File: config.mk
export PLATFORM = sky130hd
export DESIGN_NAME = prof_session_ctrl
export DESIGN_NICKNAME = d
export VERILOG_FILES = /design/src/rtl/prof_session_ctrl.sv
export SDC_FILE = /design/constraint.sdc
export NUM_CORES = 1
export LEC_CHECK = 0
export CAP_MARGIN = 25
export CORE_UTILIZATION = 52
export CTS_CLUSTER_DIAMETER = 80
export CTS_CLUSTER_SIZE = 30
export DETAILED_ROUTE_END_ITERATION = 7
export PLACE_DENSITY = 0.86
export SLEW_MARGIN = 10
export SYNTH_ARGS = -nofsm -noshare
export SYNTH_HDL_FRONTEND = slang
export SYNTH_SLANG_ARGS = --single-unit
export TNS_END_PERCENT = 1
File: constraint.sdc
create_clock -name clk_i -period 3.9 [get_ports clk_i]
set_input_delay 1.17 -clock clk_i [delete_from_list [all_inputs] [get_ports clk_i]]
set_output_delay 1.17 -clock clk_i [all_outputs]
set_load 0.05 [all_outputs]
File: src/rtl/prof_session_ctrl.sv
// Profiler session sequencer: arms/clears the counters, gates counting between
// start/stop PC matches, drains in-flight accesses and streams counters out.
module prof_session_ctrl #(
    parameter int              XLEN         = 32,
    parameter int              NUM_CNT      = 15,
    parameter int              CNT_W        = 40,
    parameter logic [XLEN-1:0] START_PC_DEF = 32'h80000088,
    parameter logic [XLEN-1:0] STOP_PC_DEF  = 32'h00000000,
    parameter int              DRAIN_MAX    = 64
) (
    input  logic             clk_i,
    input  logic             rst_i,
    input  logic [XLEN-1:0]  pc_addr_i,
    input  logic             pc_valid_i,
    input  logic             cmd_valid_i,
    input  logic [2:0]       cmd_i,
    input  logic [XLEN-1:0]  cmd_data_i,
    input  logic             prof_idle_i,
    input  logic [CNT_W-1:0] cnt_val_i,
    output logic             prof_en_o,
    output logic             prof_clr_o,
    output logic [3:0]       cnt_sel_o,
    output logic             rd_valid_o,
    output logic [XLEN-1:0]  rd_data_o,
    input  logic             rd_ready_i,
    output logic [XLEN-1:0]  run_cycles_o,
    output logic [2:0]       state_o,
    output logic             drain_to_o
);

    localparam logic [2:0] S_IDLE  = 3'd0;
    localparam logic [2:0] S_ARMED = 3'd1;
    localparam logic [2:0] S_RUN   = 3'd2;
    localparam logic [2:0] S_DRAIN = 3'd3;
    localparam logic [2:0] S_LOAD  = 3'd4;
    localparam logic [2:0] S_SHOW  = 3'd5;
    localparam logic [2:0] S_DONE  = 3'd6;

    localparam logic [2:0] CMD_ARM       = 3'd0;
    localparam logic [2:0] CMD_STOP      = 3'd1;
    localparam logic [2:0] CMD_ABORT     = 3'd2;
    localparam logic [2:0] CMD_SET_START = 3'd3;
    localparam logic [2:0] CMD_SET_STOP  = 3'd4;

    localparam int         DW       = $clog2(DRAIN_MAX);
    localparam logic [3:0] LAST_IDX = 4'(NUM_CNT - 1);

    logic [2:0]      state;
    logic [XLEN-1:0] start_pc;
    logic [XLEN-1:0] stop_pc;
    logic [3:0]      idx;
    logic            half;
    logic [DW-1:0]   drain_cnt;
    logic [XLEN-1:0] lo_word;
    logic [XLEN-1:0] hi_word;
    logic            stop_cmd;
    logic            stop_hit;

    assign lo_word  = cnt_val_i[XLEN-1:0];
    assign hi_word  = XLEN'(cnt_val_i >> XLEN);
    assign stop_cmd = cmd_valid_i && (cmd_i == CMD_STOP);
    // A zero stop register disables PC-based stopping.
    assign stop_hit = pc_valid_i && (stop_pc != '0) && (pc_addr_i == stop_pc);

    assign cnt_sel_o = idx;
    assign state_o   = state;

    // rd_valid_o/rd_data_o: a word is offered while rd_valid_o=1 and is held
    // unchanged until the cycle rd_ready_i=1 completes the handshake.
    always_ff @(posedge clk_i) begin
        if (rst_i) begin
            state        <= S_IDLE;
            start_pc     <= START_PC_DEF;
            stop_pc      <= STOP_PC_DEF;
            idx          <= '0;
            half         <= 1'b0;
            drain_cnt    <= '0;
            prof_en_o    <= 1'b0;
            prof_clr_o   <= 1'b0;
            rd_valid_o   <= 1'b0;
            rd_data_o    <= '0;
            run_cycles_o <= '0;
            drain_to_o   <= 1'b0;
        end else begin
            prof_clr_o <= 1'b0;
            if (cmd_valid_i && cmd_i == CMD_ABORT) begin
                state      <= S_IDLE;
                prof_en_o  <= 1'b0;
                rd_valid_o <= 1'b0;
                idx        <= '0;
                half       <= 1'b0;
            end else begin
                case (state)
                    S_IDLE, S_DONE: begin
                        if (cmd_valid_i) begin
                            case (cmd_i)
                                CMD_ARM: begin
                                    state        <= S_ARMED;
                                    prof_clr_o   <= 1'b1;
                                    run_cycles_o <= '0;
                                    drain_to_o   <= 1'b0;
                                end
                                CMD_SET_START: start_pc <= cmd_data_i;
                                CMD_SET_STOP:  stop_pc  <= cmd_data_i;
                                default: ;
                            endcase
                        end
                    end
                    S_ARMED: begin
                        if (stop_cmd) begin
                            state <= S_IDLE;
                        end else if (pc_valid_i && pc_addr_i == start_pc) begin
                            state     <= S_RUN;
                            prof_en_o <= 1'b1;
                        end
                    end
                    S_RUN: begin
                        if (run_cycles_o != '1) run_cycles_o <= run_cycles_o + XLEN'(1);
                        if (stop_cmd || stop_hit) begin
                            state     <= S_DRAIN;
                            drain_cnt <= '0;
                        end
                    end
                    S_DRAIN: begin
                        if (prof_idle_i || drain_cnt == DW'(DRAIN_MAX - 1)) begin
                            state     <= S_LOAD;
                            prof_en_o <= 1'b0;
                            idx       <= '0;
                            half      <= 1'b0;
                            if (!prof_idle_i) drain_to_o <= 1'b1;
                        end else begin
                            drain_cnt <= drain_cnt + DW'(1);
                        end
                    end
                    S_LOAD: begin
                        rd_data_o  <= half ? hi_word : lo_word;
                        rd_valid_o <= 1'b1;
                        state      <= S_SHOW;
                    end
                    S_SHOW: begin
                        if (rd_ready_i) begin
                            rd_valid_o <= 1'b0;
                            if (!half) begin
                                half  <= 1'b1;
                                state <= S_LOAD;
                            end else if (idx == LAST_IDX) begin
                                state <= S_DONE;
                            end else begin
                                idx   <= idx + 4'd1;
                                half  <= 1'b0;
                                state <= S_LOAD;
                            end
                        end
                    end
                    default: state <= S_IDLE;
                endcase
            end
        end
    end

endmodule
# After elaboration in Yosys (flattened, before gate mapping)
# Cells that the tools add are included.
# totals
register_bits,146
in_bits,113
output_inout_bits,75
word_cells,115
# op_classes
addsub,3
eq_ne,28
mux,39
bitwise,3
n_reduce_logical,30
# ops
operator,count
32-bit two-way mux,4
32-bit equality test,2
32-bit one-hot mux with 2 select lines,1
"32-bit by 1-bit adder with 32-bit output, second input constant",1
"32-bit inequality test, second input constant",1
32-bit nonzero test,1
"2-bit inequality test, second input constant",11
3-bit two-way mux,7
3-bit one-hot mux with 6 select lines,1
4-bit two-way mux,4
4-bit AND reduction,4
"3-bit by 2-bit equality test with 1-bit output, second input constant",4
"3-bit equality test, second input constant",4
1-bit two-way mux,12
6-bit two-way mux,2
6-bit one-hot mux with 2 select lines,1
6-bit AND reduction,2
2-bit nonzero test,6
5-bit AND reduction,2
1-bit one-hot mux with 2 select lines,4
4-bit one-hot mux with 2 select lines,1
"6-bit by 1-bit adder with 6-bit output, second input constant",1
"3-bit by 1-bit equality test with 1-bit output, second input constant",2
"6-bit equality test, second input constant",1
other kinds (13),24

# Depth between registers and ports, before layout
# Gate-level depths: netlist (run 1).
# logic_depth
depth_word,6
mapped_depth,9
ltp_nobuf,8

# Least setup slack after synthesis (run 1)
# Ideal clock, no wire load.
# synth_path
path_type,in2reg
from,input port cmd_i[0]
to,register run_cycles_o[31]
setup_ns,0.071
arrival_time_ns,2.911
required_time_ns,3.829
slack_ns,0.918
cell_stages,8
n_path_buf,1
cell_sequence,nor2_1 -> nor4b_2 -> o221ai_2 -> nor2_4 -> or4b_1 -> buf_2 -> or3_1 -> a21oi_1
# synth_via
elab_chain_cells,4
word_cells_on_any_way,6
classes_between,eq/ne (2); bitwise (1); reduce/logical (3)
# synth_rtl
element,line_no,text
from (decl),16,"input logic [2:0] cmd_i,"
3-bit by 2-bit equality test with 1-bit output,86,if (cmd_valid_i && cmd_i == CMD_ABORT) begin
1-bit logical AND,86,
1-bit inverter (no source line),-,
5-bit AND reduction (no source line) (*),-,
to (signal assigned),118,if (run_cycles_o != '1) run_cycles_o <= run_cycles_o + XLEN'(1);
to (decl),26,"output logic [XLEN-1:0] run_cycles_o,"
# Mark *: on every way between the ends. The rest lies on a longest branch, timed or not.
# A chain may end at the register's enable or synchronous reset.

# Worst setup path after layout (run 1)
# layout_path
from,input port pc_addr_i[29]
to,"register state[0], in the netlist state_o[0]"
# layout_via
elab_chain_cells,5
word_cells_on_any_way,8
classes_between,eq/ne (4); reduce/logical (4)
# layout_rtl
element,line_no,text
from (decl),13,"input logic [XLEN-1:0] pc_addr_i,"
32-bit equality test,63,assign stop_hit = pc_valid_i && (stop_pc != '0) && (pc_addr_i == stop_pc);
1-bit logical AND,63,
1-bit logical OR,119,if (stop_cmd || stop_hit) begin
2-bit inequality test (no source line),-,
6-bit AND reduction (no source line) (*),-,
to (signal assigned),72,state <= S_IDLE;
to (signal assigned),120,state <= S_DRAIN;
to (signal assigned),126,state <= S_LOAD;
to (decl),48,logic [2:0] state;
# Marks and branches as above.

==> results of run 1 <==
## placed cells by master, fill, tap and decap left out, types with 4 or more instances in the layout
master / instances
o21ai_0: 19
a211oi_1: 9
nor3_1: 9
buf_4: 9
clkdlybuf4s50_1: 186
clkbuf_16: 17
a21oi_1: 39
nand3_1: 40
xnor2_1: 13
nor2_1: 114
inv_1: 7
or3_1: 7
and3_1: 6
clkinvlp_4: 4
and4_1: 4
nor2b_1: 4
dfxtp_1: 146
nand3b_1: 10
nand4_1: 16
xor2_1: 78
mux2i_1: 76
nor4_1: 23
nand2_1: 52
ha_1: 5
## cell type report
| cell class | count | area share [%] |
|---|---|---|
| multi-input combinational | 562 | 39.1 |
| sequential | 146 | 31.2 |
| tap | 172 | 2.30 |
| clock inverter | 9 | 1.12 |
| clock buffer | 23 | 5.11 |
| timing repair buffer | 196 | 20.8 |
| inverter | 8 | 0.321 |
## per-stage QoR
| stage | util (%) | setup WS [ns] | power (mW) | cells | hold WS (ns) |
|---|---|---|---|---|---|
| floorplan | - | 0.918 | 1.89 | 754 | 0.458 |
| global placement | 69.2 | 0.371 | 2.12 | 1084 | 0.437 |
| detailed placement | 69.2 | 0.294 | 2.13 | 1084 | 0.445 |
| CTS | 73.8 | 0.672 | 3.72 | 1116 | 0.452 |
| global route | 73.8 | 0.558 | 3.82 | 1116 | 0.468 |
| finish | 73.8 | 0.630 | 3.70 | 1116 | 0.449 |
## registers in the layout, summed over array words and instances, names as in the netlist, 3 cells and up
register      cells
rd_data_o        32
run_cycles_o     32
start_pc         32
stop_pc          32
drain_cnt         6
cnt_sel_o         4
state_o           3
## final timing paths
kind,from,endpoint,slack [ns],cells after the start
worst min register to register,rd_data_o[13],rd_data_o[13],0.45,2
worst max-delay path,pc_addr_i[29],state_o[0],0.63,9
worst max register to register,run_cycles_o[2],run_cycles_o[29],1.19,6
worst min-delay path,rd_data_o[13],rd_data_o[13],0.45,2
## layer usage
metal	part of all wire, %	up-vias
met1	42	2869
met2	48	214
met4	3.4	0
met3	7.1	46
met5	0	-
li1	-	2984
## logic make-up after synthesis
kind of cell	after synthesis	synth area share, %
compound gates	80	6.98
xor+xnor	91	11.8
fa+ha+maj	5	0.926
buf+inv	46	2.83
flops	146	43.2
mux	76	11.3
simple gates	310	23.0
## report_power, final
group          internal (mW)  switching, mW  leakage (nW)  total [mW]
logic                  0.253          0.270          1.87       0.523
clock network          0.988          0.612         0.275        1.60
registers               1.53         0.0531          1.18        1.58
## worst min-delay path, stage by stage (launching register included)
cell	delay, ns
dfxtp_1	0.31
nand2_1	0.05
a21oi_1	0.05
==> reports/qor.csv, run 1 <==
stage;metric;value;unit
floorplanning;rows;41;
logic_synthesis;ys_seq_area_share;43.2;%
global_routing;grtUsageTotal;26.9;%
route;firstDrtPassIters;5;
clock_tree;post_cts_buffers;0;
worst_setup_path;crit_type;input port to register;
global_routing;grt_pass1_vias;5776;
layout;n_antenna_cell;0;
worst_setup_path;cp_data_required_time;4.24;ns
clock_tree;cts_resized;0;
sta;fin_tns_setup;0;ns
power_and_ir_drop;pwr_density_cell;396;nW/um2
logic_synthesis;ys_warn_count;0;
clock_tree;ctsHoldBuffers;0;
run_status;status;finished, final reports clean;
layout;multi_input_area;3660;um2
layout;final_cell_area;9360;um2
logic_synthesis;yosys-top-cells-count;dfxtp_1 (146), nor2_1 (114), xor2_1 (78);
worst_setup_path;slowest_stage;nor4_1;
worst_setup_path;critical_path.cell_chain;clkdlybuf4s50_1 -> xor2_1 -> nor4_1 -> nand4_1 -> nor4_1 -> nor2b_1 -> nor3_1 -> buf_4 -> mux2i_1;
route;drcViolationCount;0;
power_and_ir_drop;p_leak;3.33;nW
logic_synthesis;yosys-top-cells-area;dfxtp_1 (43%), mux2i_1 (11%), xor2_1 (10%);
clock_tree;worst_skew_pair.late_latency;0.42;ns
clock_tree;cts_buffers;17;
layout;final-seq-area;2920;um2
global_routing;grt_first_pass_wirelength;27900;um
clock_tree;cts-root-buf;clkbuf_16;
clock_tree;clk_pin_slew;0.06;ns
clock_tree;cts_tree;built;
sta;fin_skew;0.00690;ns
floorplanning;coreArea;12700;um2
route;wirelength;18000;um
floorplanning;start_util;53.3;%
worst_setup_path;startpoint_type;input port;
route;via_per_inst;5.48;
sta;slew_viol_final;0;
layout;area_growth;38.4;%
logic_synthesis;ys_types;52;
worst_setup_path;critPathTopFamily;simple AND/OR/NAND/NOR gates;
place;port_buffers;187;
place;dp_hpwl;12700;um
logic_synthesis;synth_area_per_cell;8.96;um2
worst_setup_path;worst_setup_path_end_kind;register;
global_routing;met3_usage;8.58;%
clock_tree;htree_levels;4;
clock_tree;clock_path_buffers;2;
floorplanning;fp.dieH;116;um
sta;period_needed;3.27;ns
sta;tightest_slew;0.842;ns
logic_synthesis;yosysMostFrequentCell;dfxtp_1;
logic_synthesis;synthCells;754;
global_routing;gr-total-overflow;0;
place;gp_congestion;0.905;
sta;fmax;0.306;GHz
global_routing;grt_use_met2;43.8;%
worst_setup_path;crit_buf_inv;2;
sta;timing.final.crit_share;83.8;%
logic_synthesis;async_flop_share;0;%
route;wl_per_cell;16.1;um
global_routing;top_usage_layer;met2;
logic_synthesis;ys.flop_type;dfxtp_1;
sta;rsz0062_at_grt;no;
logic_synthesis;synth_nets;872;
floorplanning;pin_count;188;
layout;nFillCells;949;
route;dr.first_iter.drc_count;493;
route;ant_nets;0;
clock_tree;cts_sinks;146;
floorplanning;dieArea;13500;um2
logic_synthesis;yosys.area.top_type_share;43.2;%
global_routing;grtUsageMet1;31.6;%
worst_setup_path;path_max_fanout;3;
floorplanning;die_w;116;um
sta;final-setup-viol-count;0;
sta;hold_viol_final;0;
logic_synthesis;syn-cell-area;6760;um2
logic_synthesis;synth_edf_count;0;
power_and_ir_drop;ir_drop;295;uV
layout;drive_gt1_share;5.93;%
hold_path;min_path_type;register to register;
route;vias;6113;
logic_synthesis;ys_seq_elements;146;
global_routing;antenna_found_initial;0;
place;placed_area;8770;um2
worst_setup_path;crit_top_cell;nor4_1;
logic_synthesis;synth_top_cell_by_area;dfxtp_1;
job;maxCapViolCount;0;
layout;layout.nets;1049;
worst_setup_path;slowest_delay;0.63;ns
worst_setup_path;critPathArrivalTime;3.61;ns
sta;maxSlewHeadroom;43.8;%
global_routing;grt_max_degree;69;
Note: power is estimated with default switching activity, not from simulation.
==> run 2: changes to the inputs <==
--- a/config.mk
+++ b/config.mk
@@ -6,11 +6,11 @@
 export NUM_CORES = 1
 export LEC_CHECK = 0
 export CAP_MARGIN = 25
-export CORE_UTILIZATION = 52
+export CORE_UTILIZATION = 44
 export CTS_CLUSTER_DIAMETER = 80
 export CTS_CLUSTER_SIZE = 30
 export DETAILED_ROUTE_END_ITERATION = 7
-export PLACE_DENSITY = 0.86
+export PLACE_DENSITY = 0.77
 export SLEW_MARGIN = 10
 export SYNTH_ARGS = -nofsm -noshare
 export SYNTH_HDL_FRONTEND = slang
==> constraint.sdc (replaced) <==
create_clock -name clk_i -period 2.9 [get_ports clk_i]
set_input_delay 0.87 -clock clk_i [delete_from_list [all_inputs] [get_ports clk_i]]
set_output_delay 0.87 -clock clk_i [all_outputs]
set_load 0.05 [all_outputs]
==> run 2 against run 1 <==
Final area grew 2.0%. Largest power group is now registers. Clock skew rose by 0.0062 ns. Sequential power grew 34%. Sequential cell count unchanged. Clock power up 17%. Wire length is 2.3% lower.
==> reports/qor.csv, run 2 (synthesized netlist as in run 1, its figures left out) <==
stage;metric;value;unit
floorplanning;rows;44;
layout;layout_common_cells;clkdlybuf4s50_1 (185), dfxtp_1 (146), nor2_1 (114), xor2_1 (78), mux2i_1 (76);
layout;nFillCells;1211;
sta;period_needed;2.74;ns
route;ant_nets;0;
place;gp_congestion;0.859;
worst_setup_path;crit_type;input port to register;
worst_setup_path;startpoint_type;input port;
sta;slew_viol_final;0;
layout;final_cell_area;9540;um2
sta;fin_skew;0.0131;ns
floorplanning;start_util;45.8;%
sta;timing.final.crit_share;94.3;%
layout;drive_gt1_share;8.26;%
global_routing;grtUsageTotal;22.7;%
layout;fin_util;64.7;%
global_routing;grt_first_pass_wirelength;28400;um
power_and_ir_drop;comb_power_share;15.7;%
power_and_ir_drop;pwr_density_cell;497;nW/um2
layout;mostFrequentLayoutCell;clkdlybuf4s50_1;
worst_setup_path;worst_setup_path_end_kind;register;
power_and_ir_drop;p_leak;3.46;nW
sta;rsz0062_at_grt;no;
floorplanning;pin_count;188;
route;wirelength;17600;um
route;vias;6059;
hold_path;min_path_type;register to register;
worst_setup_path;path_max_fanout;10;
place;dp_slack;-0.356;ns
sta;fin_tns_setup;0;ns
floorplanning;coreArea;14800;um2
floorplanning;die_w;126;um
power_and_ir_drop;netSwitchingPower;1.22;mW
route;wl_per_cell;15.2;um
power_and_ir_drop;clkPwrFrac;39.5;%
place;dp_hpwl;12900;um
layout;area_growth;41.2;%
route;dr.first_iter.drc_count;319;
power_and_ir_drop;p_int;3.52;mW
sta;final-setup-viol-count;0;
power_and_ir_drop;ir_drop;376;uV
clock_tree;worst_skew_pair.late_latency;0.43;ns
sta;tightest_slew;0.745;ns
sta;setup_slack;0.164;ns
global_routing;gr-total-overflow;0;
clock_tree;htree_levels;4;
sta;maxSlewHeadroom;49.9;%
worst_setup_path;cp_data_required_time;3.25;ns
clock_tree;cts_tree;built;
layout;final_cells;1153;
sta;fmax;0.365;GHz
worst_setup_path;critPathArrivalTime;3.09;ns
layout;layout.nets;1076;
route;firstDrtPassIters;5;
sta;whs;0.447;ns
run_status;status;finished, final reports clean;
floorplanning;fp.dieH;126;um
clock_tree;clock_path_buffers;2;
global_routing;antenna_found_initial;0;
clock_tree;clk_pin_slew;0.06;ns
clock_tree;cts_buffers;17;
place;port_buffers;187;
route;drcViolationCount;0;
clock_tree;cts_sinks;146;
place;placed_area;9040;um2
power_and_ir_drop;total_power;4.74;mW
floorplanning;dieArea;15900;um2
route;via_per_inst;5.25;
sta;hold_viol_final;0;
global_routing;grt_pass1_vias;5750;
job;maxCapViolCount;0;
place;dp.cells;1123;
global_routing;grt_max_degree;73;
power_and_ir_drop;seqPwrFrac;44.8;%
clock_tree;cts-root-buf;clkbuf_16;
power_and_ir_drop;switching_share;25.7;%
layout;n_antenna_cell;0;
==> run 2: per-layer routing <==
metal / part of all wire [%] / global-route usage, % / vias up
li1: - / - / 3043
met1: 44 / 27.6 / 2809
met2: 47 / 37.0 / 183
met3: 6.4 / 7.56 / 24
met4: 1.9 / 9.07 / 0
met5: 0 / 0 / -
==> run 2: worst paths after layout <==
kind                      from          endpoint  slack (ns)  cells after the start
setup / recovery      cmd_i[0]  run_cycles_o[29]        0.16                      8
hold reg to reg   rd_data_o[9]      rd_data_o[9]        0.45                      2
setup reg to reg    state_o[2]  run_cycles_o[29]        0.39                      7
hold / removal    rd_data_o[9]      rd_data_o[9]        0.45                      2
==> run 2: area by class of cell <==
| cell class | instances | area (um2) | area share, % |
|---|---|---|---|
| Inverter | 8 | 30.0 | 0.315 |
| Timing Repair Buffer | 223 | 2200 | 23.1 |
| Sequential cell | 146 | 2920 | 30.6 |
| Clock inverter | 7 | 37.5 | 0.393 |
| Tap cell | 184 | 230 | 2.41 |
| Clock buffer | 23 | 458 | 4.80 |
| Multi-Input combinational cell | 562 | 3660 | 38.4 |
==> run 2: critical path, cell delays in order <==
cell and delay, ns:
clkdlybuf4s50_1 0.43, nor2_1 0.19, nor4b_2 0.28, o221ai_2 0.18, nor2_4 0.14, or4b_4 0.52, or3_1 0.34, a21oi_1 0.14
==> run 2: power groups by stage <==
stage	sequential [mW]	clock [mW]	combinational, mW
2_1_floorplan	2.20	0	0.345
3_3_place_gp	2.16	0	0.735
3_5_place_dp	2.17	0	0.741
4_1_cts	2.12	1.92	0.745
5_1_grt	2.13	2.01	0.799
6_report	2.12	1.87	0.746
==> run 2: what timing repair did <==
action                                  4_1_cts  5_1_grt
resized for setup                             0        2
endpoints found under the setup margin        0        6
setup buffers                                 0        0
endpoints found under the hold margin         0        0
hold buffers                                  0        0
